--- config.mk ---
export PLATFORM = sky130hd
export DESIGN_NAME = muxreg_load_arbiter
export DESIGN_NICKNAME = d
export VERILOG_FILES = /design/src/rtl/muxreg_load_arbiter.sv
export SDC_FILE = /design/constraint.sdc
export NUM_CORES = 1
export LEC_CHECK = 0
export BUFFER_PORTS_ARGS = -buffer_cell sky130_fd_sc_hd__buf_2
export CAP_MARGIN = 30
export CORE_ASPECT_RATIO = 1.1
export CORE_MARGIN = 5
export CORE_UTILIZATION = 41
export DETAILED_ROUTE_END_ITERATION = 8
export GPL_TIMING_DRIVEN = 0
export PLACE_DENSITY = 0.75
export SLEW_MARGIN = 10
export SYNTH_ARGS = -nofsm -noshare
export SYNTH_HDL_FRONTEND = slang
export SYNTH_SLANG_ARGS = --single-unit
--- constraint.sdc ---
create_clock -name CK -period 1.4 [get_ports CK]
set_input_delay 0 -clock CK [delete_from_list [all_inputs] [get_ports CK]]
set_output_delay 0 -clock CK [all_outputs]
set_load 0.03 [all_outputs]
--- src/rtl/muxreg_load_arbiter.sv ---
`default_nettype none
// ============================================================================
// Module   : muxreg_load_arbiter
// Purpose  : Arbitrates two producers (A = D0 leg, B = D1 leg) onto one shared
//            WIDTH-bit mux-select load register. It generates the select,
//            load-enable and synchronous-clear controls for that register and
//            presents the held word to a single consumer through a 1-deep
//            valid/ready buffer.
// Ports    : CK        clock, all state on rising edge
//            CD        synchronous active-high reset (dominates all inputs)
//            en        global load enable, 0 freezes all state
//            clr       synchronous flush of the held word (ignores en)
//            a_valid/a_data/a_ready   source A handshake
//            b_valid/b_data/b_ready   source B handshake
//            q/q_valid/q_src/q_ready  held word, valid, source (0=A, 1=B)
//            cnt_clr, cnt_a, cnt_b    transfer counters (MUXREG_ARB_STATS_EN)
// Params   : WIDTH      data width (1..64)
//            FIXED_PRIO 0 = round-robin on conflict, 1 = A always wins
// Macro    : MUXREG_ARB_STATS_EN adds the 16-bit per-source transfer counters.
// Revision : 1.0 - initial release
// ============================================================================
module muxreg_load_arbiter #(
  parameter int WIDTH      = 8,
  parameter int FIXED_PRIO = 0
) (
  input  logic             CK,
  input  logic             CD,
  input  logic             en,
  input  logic             clr,
  input  logic             a_valid,
  input  logic [WIDTH-1:0] a_data,
  output logic             a_ready,
  input  logic             b_valid,
  input  logic [WIDTH-1:0] b_data,
  output logic             b_ready,
  output logic [WIDTH-1:0] q,
  output logic             q_valid,
  output logic             q_src,
  input  logic             q_ready
`ifdef MUXREG_ARB_STATS_EN
  ,
  input  logic             cnt_clr,
  output logic [15:0]      cnt_a,
  output logic [15:0]      cnt_b
`endif
);

  typedef enum logic [0:0] {
    EMPTY = 1'b0,
    FULL  = 1'b1
  } state_t;

  state_t           r_state;
  state_t           w_state_nxt;
  logic [WIDTH-1:0] r_q;
  logic [WIDTH-1:0] w_q_nxt;
  logic             r_src;
  logic             w_src_nxt;
  logic             r_rr;
  logic             w_rr_nxt;

  logic             w_can_load;
  logic             w_contest_a;
  logic             w_a_wins;
  logic             w_a_take;
  logic             w_b_take;

  // A load is possible only when the buffer is empty or being drained in the
  // same cycle; CD is folded in so no ready is advertised while in reset.
  assign w_can_load = ~CD & en & ~clr & ((r_state == EMPTY) | q_ready);

  // Winner of a contested cycle (both sources valid).
  if (FIXED_PRIO != 0) begin : g_fixed_prio
    assign w_contest_a = 1'b1;
  end else begin : g_round_robin
    assign w_contest_a = ~r_rr;
  end

  assign w_a_wins = a_valid & (~b_valid | w_contest_a);
  assign w_a_take = w_can_load & w_a_wins;
  assign w_b_take = w_can_load & b_valid & ~w_a_wins;

  assign a_ready = w_a_take;
  assign b_ready = w_b_take;

  always_comb begin
    w_state_nxt = r_state;
    w_q_nxt     = r_q;
    w_src_nxt   = r_src;
    w_rr_nxt    = r_rr;
    if (clr) begin
      // Flush wins over any consumer handshake; rr is deliberately kept.
      w_state_nxt = EMPTY;
      w_q_nxt     = '0;
      w_src_nxt   = 1'b0;
    end else if (en) begin
      if (w_a_take | w_b_take) begin
        w_state_nxt = FULL;
        w_q_nxt     = w_b_take ? b_data : a_data;
        w_src_nxt   = w_b_take;
        // Only contested grants move the pointer, toward the loser.
        if (a_valid & b_valid) begin
          w_rr_nxt = w_a_take;
        end
      end else if ((r_state == FULL) & q_ready) begin
        w_state_nxt = EMPTY;
      end
    end
  end

  always_ff @(posedge CK) begin
    if (CD) begin
      r_state <= EMPTY;
      r_q     <= '0;
      r_src   <= 1'b0;
      r_rr    <= 1'b0;
    end else begin
      r_state <= w_state_nxt;
      r_q     <= w_q_nxt;
      r_src   <= w_src_nxt;
      r_rr    <= w_rr_nxt;
    end
  end

  assign q       = r_q;
  assign q_valid = (r_state == FULL);
  assign q_src   = r_src;

`ifdef MUXREG_ARB_STATS_EN
  logic [15:0] r_cnt_a;
  logic [15:0] r_cnt_b;

  // Counters wrap naturally; cnt_clr outranks an increment in the same cycle.
  always_ff @(posedge CK) begin
    if (CD | cnt_clr) begin
      r_cnt_a <= '0;
      r_cnt_b <= '0;
    end else begin
      if (w_a_take) begin
        r_cnt_a <= r_cnt_a + 16'd1;
      end
      if (w_b_take) begin
        r_cnt_b <= r_cnt_b + 16'd1;
      end
    end
  end

  assign cnt_a = r_cnt_a;
  assign cnt_b = r_cnt_b;
`endif

endmodule
`default_nettype wire
==> flow_metrics.env <==
export IMPL_status="finished clean"
export IMPL_grt_pass1_vias=653
export IMPL_htreeDepth=1
export IMPL_power_density_nw_per_um2=815
export IMPL_cp_required_ps=1400
export IMPL_power_total_mw=0.696
export IMPL_dr_pass1_iters=4
export IMPL_ys_flop_type="dfxtp_1"
export IMPL_overflow=0
export IMPL_design_die_area_um2=2290
export IMPL_r2r_start="q_valid"
export IMPL_final_nets=132
export IMPL_io_buffers=34
export IMPL_clk_pin_slew_ps=70
export IMPL_antenna_found_initial=0
export IMPL_tritoncts="built"
export IMPL_worst_slew_pin_slew_ps=676
export IMPL_synth_edff_count=0
export IMPL_hold_path_class="in2reg"
export IMPL_avgSynthCellArea_um2=8.50
export IMPL_period_share_pct=94.6
export IMPL_vias_per_cell=5.83
export IMPL_die_width_um=46.1
export IMPL_worstPathArrival_ps=1320
export IMPL_setup_viol=0
export IMPL_num_rows=14
export IMPL_cp_start_kind="flip-flop"
export IMPL_gp_congestion=0.773
export IMPL_crit_type="reg2out"
export IMPL_grt_max_degree=11
export IMPL_core_um2=1370
export IMPL_synth_most_common_cell="dfxtp_1"
export IMPL_clkSinkCount=11
export IMPL_drt_initial_drc_count=6
export IMPL_finalHoldViolCount=0
export IMPL_synth_common_cells="11 x dfxtp_1, 9 x a31oi_1, 9 x nand3b_1"
export IMPL_fin_crit_ps=1320
export IMPL_path_cells="buf_4, a2111oi_4, buf_2"
export IMPL_syn_nets=92
export IMPL_worst_r2r_endpoint="q[4]"
export IMPL_ir_drop_mv=0.601
export IMPL_slowest_stage="dfxtp_4"
export IMPL_initial_core_util_pct=42.9
export IMPL_syn2layout_area_growth_pct=45.6
export IMPL_dr_wl_met3_um=113
export IMPL_netlist_area_um2=587
export IMPL_max_stage_delay_ps=360
export IMPL_r2r_cells=4
export IMPL_synth_cell_types=21
export IMPL_max_freq_mhz=755
export IMPL_finalMaxSlewViolations=0
export IMPL_leakagePower_nw=0.365
export IMPL_n_fill_cell=133
export IMPL_track_usage_pct=16.9
export IMPL_ys_async_sr_fraction_pct=0
export IMPL_drive_gt1_share_pct=42.6
export IMPL_top_layer="met4"
export IMPL_post_route_drc_count=0
export IMPL_wirelength_met1_um=734
export IMPL_cp_end_kind="output port"
export IMPL_synth_seq_cells=11
export IMPL_fin_worst_skew_ps=0.636
export IMPL_yosysSeqAreaShare_pct=37.5
export IMPL_ant_nets=0
export IMPL_worstHoldEndpoint="q[5]"
export IMPL_ios=35
export IMPL_finalWirelength_um=1830
export IMPL_worst_r2r_setup_slack_ps=130
export IMPL_ys_warn_count=0
export IMPL_synth_top_cell_by_area="dfxtp_1"
export IMPL_ys_top_cells_by_area="dfxtp_1 38%, a311oi_1 12%, nand3b_1 12%"
export IMPL_cts_root_buf="clkbuf_4"
export IMPL_die_h_um=49.7
export IMPL_insertion_delay_ps=260
export IMPL_wl_per_cell_um=14.8
export IMPL_dpl_instance_area_um2=800
export IMPL_design_area_um2=855
export IMPL_vias=723
export IMPL_grt_pass1_wl_um=2950
export IMPL_synthCells=69
export IMPL_clk_path_buf_depth=2
export IMPL_numCtsBuffers=3
export IMPL_path_max_fanout=3
export IMPL_wl_met2_um=969
export IMPL_drv_cap=0
export IMPL_dpl_hpwl_um=1350
export IMPL_diodes=0
export IMPL_maxSlewHeadroom_pct=54.7
export IMPL_cts_hold_buf=0
export IMPL_min_path_cells=3
export IMPL_synth_top_area_share_pct=37.5
export IMPL_min_delay_start="a_data[5]"
[power by group]
part | leakage, nW | internal, mW | switching, mW | total, mW
combinational | 0.260 | 0.0654 | 0.0874 | 0.153
clock | 0.0150 | 0.110 | 0.110 | 0.220
sequential | 0.0899 | 0.319 | 0.00491 | 0.324
total | 0.365 | 0.494 | 0.202 | 0.696
[repair_timing]
item                                    4_1_cts  5_1_grt
pin swaps                                     0        1
buffers inserted                              0        3
resized for setup                             7        1
endpoints found under the setup margin        9        9
[metrics by stage]
step | utilization, % | hold slack [ps] | instances | setup TNS (ps) | setup WS, ps
2_1_floorplan | - | 159 | 69 | 0 | 22.5
3_3_place_gp | 58.5 | 291 | 119 | -96.0 | -31.7
3_5_place_dp | 58.5 | 298 | 119 | -227 | -50.9
4_1_cts | 61.7 | 9.15 | 122 | 0 | 5.62
5_1_grt | 62.5 | 22.5 | 124 | -3.24 | -3.24
6_report | 62.5 | 13.5 | 124 | 0 | 75.3
[layout by cell type, fill, tap and decap left out, types with 3 or more instances in the layout]
| cell type | Yosys | routed |
|---|---|---|
| buf_2 | 1 | 34 |
| buf_4 | 0 | 4 |
| clkbuf_4 | 0 | 3 |
| a31oi_1 | 9 | 9 |
| dfxtp_1 | 11 | 10 |
| a311oi_1 | 8 | 8 |
| clkbuf_1 | 5 | 4 |
| nand3b_1 | 9 | 9 |
| o21ai_0 | 8 | 8 |
[sequential cells by signal (all words and copies together) (netlist names)]
signal and flops:
r_rr 1, q_valid 1, q_src 1, q 8
[cell families after synthesis]
family | after synthesis | synth area share (%)
compound gates | 28 | 32.2
simple gates | 22 | 23.9
flops | 11 | 37.5
mux | 1 | 1.71
buf+inv | 7 | 4.69
[layer usage]
metal	vias to the layer above	global-route usage, %
met1	347	21.4
met5	-	0
met3	2	4.73
li1	350	-
met4	0	4.74
met2	24	27.3
[worst max-delay path by stage]
stage               endpoint    start
floorplan               q[0]  q_valid
global placement        q[2]     r_rr
detailed placement      q[0]     r_rr
CTS                  b_ready     r_rr
global route         b_ready     r_rr
finish               a_ready     r_rr
[cell type report]
cell class / instances / area [um2] / area share [%]
Clock buffer: 4 / 26.3 / 3.07
Inverter: 1 / 3.75 / 0.439
Tap cell: 16 / 20.0 / 2.34
Multi-Input combinational cell: 51 / 369 / 43.2
Sequential cell: 11 / 224 / 26.2
Timing Repair Buffer: 37 / 195 / 22.8
Buffer: 4 / 16.3 / 1.90
[worst max-delay path, delay by kind of cell, from the launching register on]
family / cells / cell delay (ps)
AOI/OAI and AO/OA: 1 / 300
buffers and inverters: 2 / 390
DFF: 1 / 360
Power figures use the tool's default switching activity.
